==> src/rtl/pwm_tick_gen.sv <==
`default_nettype none
// ============================================================================
// Module   : pwm_tick_gen
// Brief    : Tick-advanced PWM generator with period/duty double-buffered and
//            applied only at period boundaries (glitch-free output).
// Revision : 1.0  initial release
// ============================================================================
module pwm_tick_gen #(
    parameter int WIDTH = 8
) (
    input  logic             clk,
    input  logic             reset,
    input  logic             tick_en,
    input  logic             enable,
    input  logic             load,
    input  logic [WIDTH-1:0] period,
    input  logic [WIDTH-1:0] duty,
    output logic             pwm_out,
    output logic             period_end,
    output logic             load_ack
);

    localparam logic [1:0] S_IDLE  = 2'd0;
    localparam logic [1:0] S_RUN   = 2'd1;
    localparam logic [1:0] S_DRAIN = 2'd2;

    logic [1:0]       r_state;
    logic [1:0]       w_state_next;
    logic [WIDTH-1:0] r_cnt;
    logic [WIDTH-1:0] r_per_sh;
    logic [WIDTH-1:0] r_duty_sh;
    logic [WIDTH-1:0] r_per_pend;
    logic [WIDTH-1:0] r_duty_pend;
    logic             r_pend;

    logic             w_active;
    logic             w_wrap;
    logic             w_bypass;
    logic             w_apply;
    logic [WIDTH-1:0] w_cnt_next;
    logic [WIDTH-1:0] w_per_next;
    logic [WIDTH-1:0] w_duty_next;
    logic             w_pend_next;
    logic             w_pwm_next;

    assign w_active = (r_state == S_RUN) || (r_state == S_DRAIN);
    assign w_wrap   = w_active && tick_en && (r_cnt == r_per_sh);
    // A load landing on the wrap tick bypasses the pending registers.
    assign w_bypass = w_wrap && load;
    assign w_apply  = w_active ? (w_wrap && (r_pend || load)) : r_pend;

    always_ff @(posedge clk or posedge reset) begin
        if (reset) begin
            r_state <= S_IDLE;
        end else begin
            r_state <= w_state_next;
        end
    end

    always_comb begin
        w_state_next = r_state;
        case (r_state)
            S_RUN, S_DRAIN: begin
                if (w_wrap && !enable) begin
                    w_state_next = S_IDLE;
                end else begin
                    w_state_next = enable ? S_RUN : S_DRAIN;
                end
            end
            default: begin
                w_state_next = enable ? S_RUN : S_IDLE;
            end
        endcase
    end

    always_comb begin
        w_per_next  = r_per_sh;
        w_duty_next = r_duty_sh;
        if (w_apply) begin
            w_per_next  = w_bypass ? period : r_per_pend;
            w_duty_next = w_bypass ? duty   : r_duty_pend;
        end

        w_pend_next = r_pend;
        if (w_bypass) begin
            w_pend_next = 1'b0;
        end else if (load) begin
            w_pend_next = 1'b1;
        end else if (w_apply) begin
            w_pend_next = 1'b0;
        end

        w_cnt_next = r_cnt;
        w_pwm_next = pwm_out;
        if (!w_active) begin
            w_cnt_next = '0;
            w_pwm_next = enable && (w_duty_next != '0);
        end else if (tick_en) begin
            w_cnt_next = w_wrap ? '0 : WIDTH'(r_cnt + 1'b1);
            if (w_state_next == S_IDLE) begin
                w_pwm_next = 1'b0;
            end else begin
                w_pwm_next = (w_cnt_next < w_duty_next);
            end
        end
    end

    always_ff @(posedge clk or posedge reset) begin
        if (reset) begin
            r_cnt       <= '0;
            r_per_sh    <= '0;
            r_duty_sh   <= '0;
            r_per_pend  <= '0;
            r_duty_pend <= '0;
            r_pend      <= 1'b0;
            pwm_out     <= 1'b0;
            period_end  <= 1'b0;
            load_ack    <= 1'b0;
        end else begin
            r_cnt      <= w_cnt_next;
            r_per_sh   <= w_per_next;
            r_duty_sh  <= w_duty_next;
            r_pend     <= w_pend_next;
            pwm_out    <= w_pwm_next;
            period_end <= w_wrap;
            load_ack   <= w_apply;
            if (load) begin
                r_per_pend  <= period;
                r_duty_pend <= duty;
            end
        end
    end

endmodule
`default_nettype wire

==> config.mk <==
export PLATFORM = sky130hd
export DESIGN_NAME = pwm_tick_gen
export DESIGN_NICKNAME = d
export VERILOG_FILES = /design/src/rtl/pwm_tick_gen.sv
export SDC_FILE = /design/constraint.sdc
export NUM_CORES = 1
export LEC_CHECK = 0
export CORE_UTILIZATION = 60
export DETAILED_ROUTE_END_ITERATION = 16
export PLACE_DENSITY_LB_ADDON = 0.1
export RECOVER_POWER = 100
export SYNTH_ARGS = -nofsm -noshare
export SYNTH_HDL_FRONTEND = slang
export SYNTH_SLANG_ARGS = --single-unit
==> constraint.sdc <==
create_clock -name clk -period 6.6 [get_ports clk]
set_input_delay 1.65 -clock clk [delete_from_list [all_inputs] [get_ports clk]]
set_output_delay 1.65 -clock clk [all_outputs]
set_load 0.01 [all_outputs]
==> results of run 1 <==
metrics by stage:
step	cells	utilization (%)	hold WS, ns	total power, uW	area [um2]
detailed placement	320	68.27	0.4940	632.0	2770
floorplan	259	-	0.4647	577.2	2556
global route	327	70.74	0.5299	890.7	2870
finish	327	70.74	0.5057	837.9	2870
CTS	327	71.05	0.5132	848.3	2883
global placement	320	68.27	0.4825	623.6	2770
cell usage after synthesis, drive strengths merged (5+ instances only):
library cell / count
o21ai: 18
or2: 7
o311ai: 8
dfrtp: 46
inv: 18
a21oi: 23
ha: 8
nand2: 26
mux2i: 13
or4: 8
nand3: 5
xnor2: 12
nor2: 18
buf: 10
mux2: 8
report_power, final:
group          switching [uW]  internal [uW]
Sequential               37.1            339
Combinational             147            102
Clock                    91.8            121
Total                     275            563
sequential cells by signal, indices dropped and copies added, names as in the netlist:
signal	flops
r_duty_sh	8
r_per_pend	8
r_cnt	8
period_end	1
r_state	2
r_duty_pend	8
pwm_out	1
load_ack	1
r_per_sh	8
r_pend	1
layer usage:
layer  track usage (%)  wire, um  vias up
met4             10.64        84        0
li1                  -         -      939
met1             32.98      2346      895
met3             4.054       174        9
met5                 0         0        -
met2             39.88      2369       36
cells by family after synthesis:
logic type,Yosys count
simple gates,76
compound gates,59
fa+ha+maj,8
xor+xnor,16
flops,46
mux,21
buf+inv,33
worst paths after layout:
check,depth (start not counted),startpoint,slack (ns),to
hold / removal,2,r_per_sh[6],0.51,r_per_sh[6]
setup reg to reg,12,r_cnt[0],2.24,pwm_out
hold reg to reg,2,r_per_sh[6],0.51,r_per_sh[6]
setup / recovery,13,load,1.15,pwm_out
min in group asynchronous,2,reset,2.31,r_duty_pend[7]
max in group asynchronous,2,reset,3.29,r_cnt[4]
final cells by class:
cell class | count | area (um2)
Inverter | 19 | 71.32
Multi-Input combinational cell | 180 | 1235
Tap cell | 50 | 62.56
Fill cell | 326 | 1187
Sequential cell | 46 | 1151
Clock inverter | 1 | 30.03
Clock buffer | 6 | 82.58
Timing Repair Buffer | 25 | 237.7
worst max-delay path, delay by kind of cell:
family                   cells  cell delay [ns]
AND/OR/NAND/NOR              3             0.85
buffers and inverters        2             1.45
adder cells (fa/ha/maj)      1             0.31
AO/OA/AOI/OAI                7             1.40
placed cells by master (no fill, tap or decap), types with 6 or more instances in the layout:
cell type	n
nor2_1	18
mux2_2	8
dfrtp_1	46
mux2i_1	13
or2_2	7
ha_1	8
nand2_1	26
or4_1	7
o311ai_0	8
clkdlybuf4s50_1	16
o21ai_0	18
dlygate4sd3_1	7
xnor2_1	10
a21oi_1	21
inv_1	18
clkbuf_8	6
==> flow_summary.ini, run 1 <==
[routing]
vias = 1879
ant_nets = 0
post-route-drc-count = 0
drt_iter0_drc = 175
wl_um = 4975
drt_first_pass_iters = 4
route.detailed.wl_per_inst_um = 15.21
via_per_inst = 5.746

[floorplanning]
start_util_pct = 63.00
dieArea_um2 = 4525
die_w_um = 67.27
row_count = 23
coreArea_um2 = 4058
die_h_um = 67.27
io_pins = 24

[clock_tree]
cts.clk_slew.worst_paths_ns = 0.08
numCtsBuffers = 5
insertion_delay_ns = 0.30
ctsHoldBuffers = 0
cts_buffer_depth = 2
postCtsSetupBuffers = 0
clkSinkCount = 46
cts-htree-levels = 2
clockRootBuffer = clkbuf_8
cts-resized-gates = 0
tritoncts = done

[timing]
setup_tns_ns = 0
fin_crit_sh_pct = 82.65
relSlewSlack_pct = -13.05
rsz0062_at_grt = no
finClkSkew_ns = 0.006456
finalHoldViolCount = 0
fmax_ghz = 0.1833
fin_ws_ns = 1.145
slew_violations = 47
final.min_clock_period_ns = 5.455
max_slew.worst_pin.slew_ns = 1.694
setup_viol = 0

[status]
outcome = finished, violations left
violations = capacitance limit, slew limit

[finish]
layout-drive-gt1-share_pct = 10.83
nets = 306
antenna_cells = 0
syn2layout_area_growth_pct = 12.29

[logic_synthesis]
yosysUniqueCellTypes = 42
synth_compound_area_share_pct = 14.64
synthSimpleGateAreaFrac_pct = 14.98
ys_seq_area_share_pct = 45.03
yosysTopAreaCell = dfrtp_1
syn_area_um2 = 2556
ys_ff_latch = 46
synth_xor_area_share_pct = 6.363
synth.mux.area_fraction_pct = 8.615
async_flop_share_pct = 100.0
synth-warning-count = 0
synth_top_family_by_area = simple AND/OR/NAND/NOR gates
synth_top_area_share_pct = 45.03
syn-num-nets = 288
synth-edff-count = 0
ys.flop_type = dfrtp_1
syn_inst = 259
synth-adder-area-share_pct = 3.916
synth_area_leaders = dfrtp_1 (45%), mux2i_1 (5.1%), a21oi_1 (4.1%)
avgSynthCellArea_um2 = 9.870

[critical_path]
cp-end-kind = flip-flop
crit_path_frequent_cell = a21oi_1
path_cells = dlygate4sd3_1 -> clkbuf_1 -> nand3_4 -> o31ai_4 -> a21oi_1 -> or2_2 -> ha_1 -> a21o_1 -> a21oi_1 -> o21ai_0 -> o31ai_1 -> nand4_1 -> o221ai_1
critPathKind = in -> reg
worstPathArrival_ns = 5.67
max_stage_delay_ns = 0.93
cp_data_required_time_ns = 6.81
critPathSlowestCell = clkbuf_1
worst_setup_path_start_kind = primary input
crit_path_max_fanout = 27

[global_route]
grt_max_degree = 47
grt_overflow = 0
grt_pass1_vias = 1723
antenna_found_initial = 0
grt_pass1_wl_um = 8224
grtUsageTotal_pct = 24.83

[place]
gp_congestion = 0.8503
dpl.hpwl_um = 3504
port-buffer-count = 23
dp_slack_ns = 1.331

[power_and_ir_drop]
p_leak_uw = 0.001295
cellPowerDensity_nw_per_um2 = 291.9
vdd_ir_drop_max_mv = 0.1921

[flow_run]
cap_viol_max_count = 1

[min_path]
hold_class = reg -> reg
(Power assumes the default switching activity.)
==> run 2, diff against run 1 <==
--- a/config.mk
+++ b/config.mk
@@ -5,7 +5,7 @@
 export SDC_FILE = /design/constraint.sdc
 export NUM_CORES = 1
 export LEC_CHECK = 0
-export CORE_UTILIZATION = 60
+export CORE_UTILIZATION = 57
 export DETAILED_ROUTE_END_ITERATION = 16
 export PLACE_DENSITY_LB_ADDON = 0.1
 export RECOVER_POWER = 100
==> constraint.sdc (replaced) <==
create_clock -name clk -period 5.2 [get_ports clk]
set_input_delay 1.3 -clock clk [delete_from_list [all_inputs] [get_ports clk]]
set_output_delay 1.3 -clock clk [all_outputs]
set_load 0.01 [all_outputs]
==> run 2 against run 1 <==
The flow still finishes with violations (capacitance limit, slew limit). Register-to-register slack worse by 1.0 ns. Sequential power is 27% higher. Count of clock-buffer cells in the layout is 1 higher. Flip-flop and latch count stayed put. Utilization is 1.7 points lower. Design area is 0.35% lower. Wire length is 0.60% higher. Critical path depth stayed put. Setup slack worse by 0.34 ns. Clock power is 6% higher. Combinational power is 27% higher. First-iteration DRC count is 56% lower. Critical endpoint unchanged.
==> flow_summary.ini, run 2 (same netlist as run 1, synthesis figures left out) <==
[floorplanning]
die_w_um = 68.97
die_h_um = 68.97
coreArea_um2 = 4144
io_pins = 24
dieArea_um2 = 4756
row_count = 23
start_util_pct = 61.68

[global_route]
grtUsageTotal_pct = 23.85
antenna_found_initial = 0
grt_pass1_vias = 1752
grt_pass1_wl_um = 8148
grt_max_degree = 47
grt_overflow = 0

[clock_tree]
clockRootBuffer = clkbuf_8
cts_buffer_depth = 2
cts-htree-levels = 2
ctsHoldBuffers = 0
cts.clk_slew.worst_paths_ns = 0.08
numCtsBuffers = 5
postCtsSetupBuffers = 0
tritoncts = done
cts-resized-gates = 0
insertion_delay_ns = 0.31
clkSinkCount = 46

[routing]
route.detailed.wl_per_inst_um = 15.17
post-route-drc-count = 0
drt_iter0_drc = 77
wl_um = 5005
ant_nets = 0
vias = 1874
drt_first_pass_iters = 4
via_per_inst = 5.679

[timing]
slew_violations = 47
rsz0062_at_grt = no
finClkSkew_ns = 0.007275
fmax_ghz = 0.2278
final.min_clock_period_ns = 4.390
setup_viol = 0
fin_crit_sh_pct = 84.43
setup_tns_ns = 0
max_slew.worst_pin.slew_ns = 1.714
finalHoldViolCount = 0
relSlewSlack_pct = -14.39

[finish]
nFillCells = 333
syn2layout_area_growth_pct = 11.89
layout-drive-gt1-share_pct = 11.07
nets = 308
regArea_um2 = 1151
final_core_util_pct = 69.02
antenna_cells = 0
multiInputGateArea_um2 = 1235
final_cell_mix = dfrtp_1 (46), nand2_1 (26), a21oi_1 (21)
layout_commonest_cell = dfrtp_1

[power_and_ir_drop]
p_leak_uw = 0.001291
cellPowerDensity_nw_per_um2 = 357.1
power_uw = 1021
vdd_ir_drop_max_mv = 0.2277

[critical_path]
crit_path_max_fanout = 9
cp_data_required_time_ns = 5.42
worstPathArrival_ns = 4.61
critPathTopFamily = compound AO/OA/AOI/OAI gates
critPathBufInv = 3
cp-end-kind = flip-flop
path_cells = dlygate4sd3_1 -> buf_4 -> clkinv_1 -> o31ai_1 -> a21oi_1 -> or2_2 -> ha_1 -> a21o_1 -> a21oi_1 -> o21ai_0 -> o31ai_1 -> nand4_1 -> o221ai_1
max_stage_delay_ns = 0.66
critPathSlowestCell = o31ai_1
worst_setup_path_start_kind = primary input
critPathKind = in -> reg

[place]
dpl.hpwl_um = 3609
gp_congestion = 0.8755
port-buffer-count = 23

[status]
outcome = finished, violations left
violations = capacitance limit, slew limit

[min_path]
hold_class = reg -> reg

[flow_run]
cap_viol_max_count = 1
[run 2: changes by cell type in the layout (fill, tap and decap cells not counted), sizes merged]
cell and change:
clkbuf +2, bufinv -1, clkinv +1, buf +1
[run 2: metrics by stage]
stage | instance area (um2) | std cells | hold WS, ns | setup WS, ns
floorplan | 2556 | 259 | 0.4647 | 1.302
global placement | 2785 | 322 | 0.4885 | 0.9242
detailed placement | 2785 | 322 | 0.4956 | 0.7575
CTS | 2877 | 330 | 0.5142 | 1.063
global route | 2860 | 330 | 0.5229 | 0.5355
finish | 2860 | 330 | 0.5107 | 0.8098
[run 2: worst reg2reg max path, cell delays in order (launching register included)]
cell and delay, ns:
dfrtp_1 0.50, xnor2_1 0.16, nand4_1 0.64, o31ai_1 0.88, a21oi_1 0.17, or2_2 0.32
ha_1 0.31, a21o_1 0.18, a21oi_1 0.20, o21ai_0 0.12, o31ai_1 0.21, nand4_1 0.12
o221ai_1 0.09
[run 2: worst paths after layout]
check                         startpoint             end  slack (ns)  depth (start not counted)
max                              tick_en         pwm_out        0.81                         13
min                        r_per_pend[0]   r_per_pend[0]        0.51                          1
max reg2reg                     r_cnt[0]         pwm_out        1.22                         12
min reg2reg                r_per_pend[0]   r_per_pend[0]        0.51                          1
max in group asynchronous          reset   r_per_pend[7]        2.24                          2
min in group asynchronous          reset  r_duty_pend[7]        1.97                          2
[run 2: cell type report]
class | count | area share, %
Multi-Input combinational cell | 180 | 43.18
Inverter | 19 | 2.493
Tap cell | 50 | 2.187
Clock buffer | 7 | 3.018
Sequential cell | 46 | 40.24
Timing Repair Buffer | 27 | 8.705
Clock inverter | 1 | 0.1750
[run 2: routing by layer]
layer  global-route usage, %  routed length (um)  up-vias  share of wire (%)
li1                        -                   -      940                  -
met1                   29.44                2227      888                 44
met2                   40.41                2457       40                 49
met3                   5.428                 251        6                5.0
met4                   8.929                  68        0                1.4
met5                       0                   0        -                  0
[run 2: report_power, final]
part / leakage (uW) / internal [uW] / switching (uW)
Combinational: 0.000680 / 131 / 185
Sequential: 0.000563 / 431 / 48.7
Clock: 0.0000482 / 107 / 119
Total: 0.00129 / 669 / 353
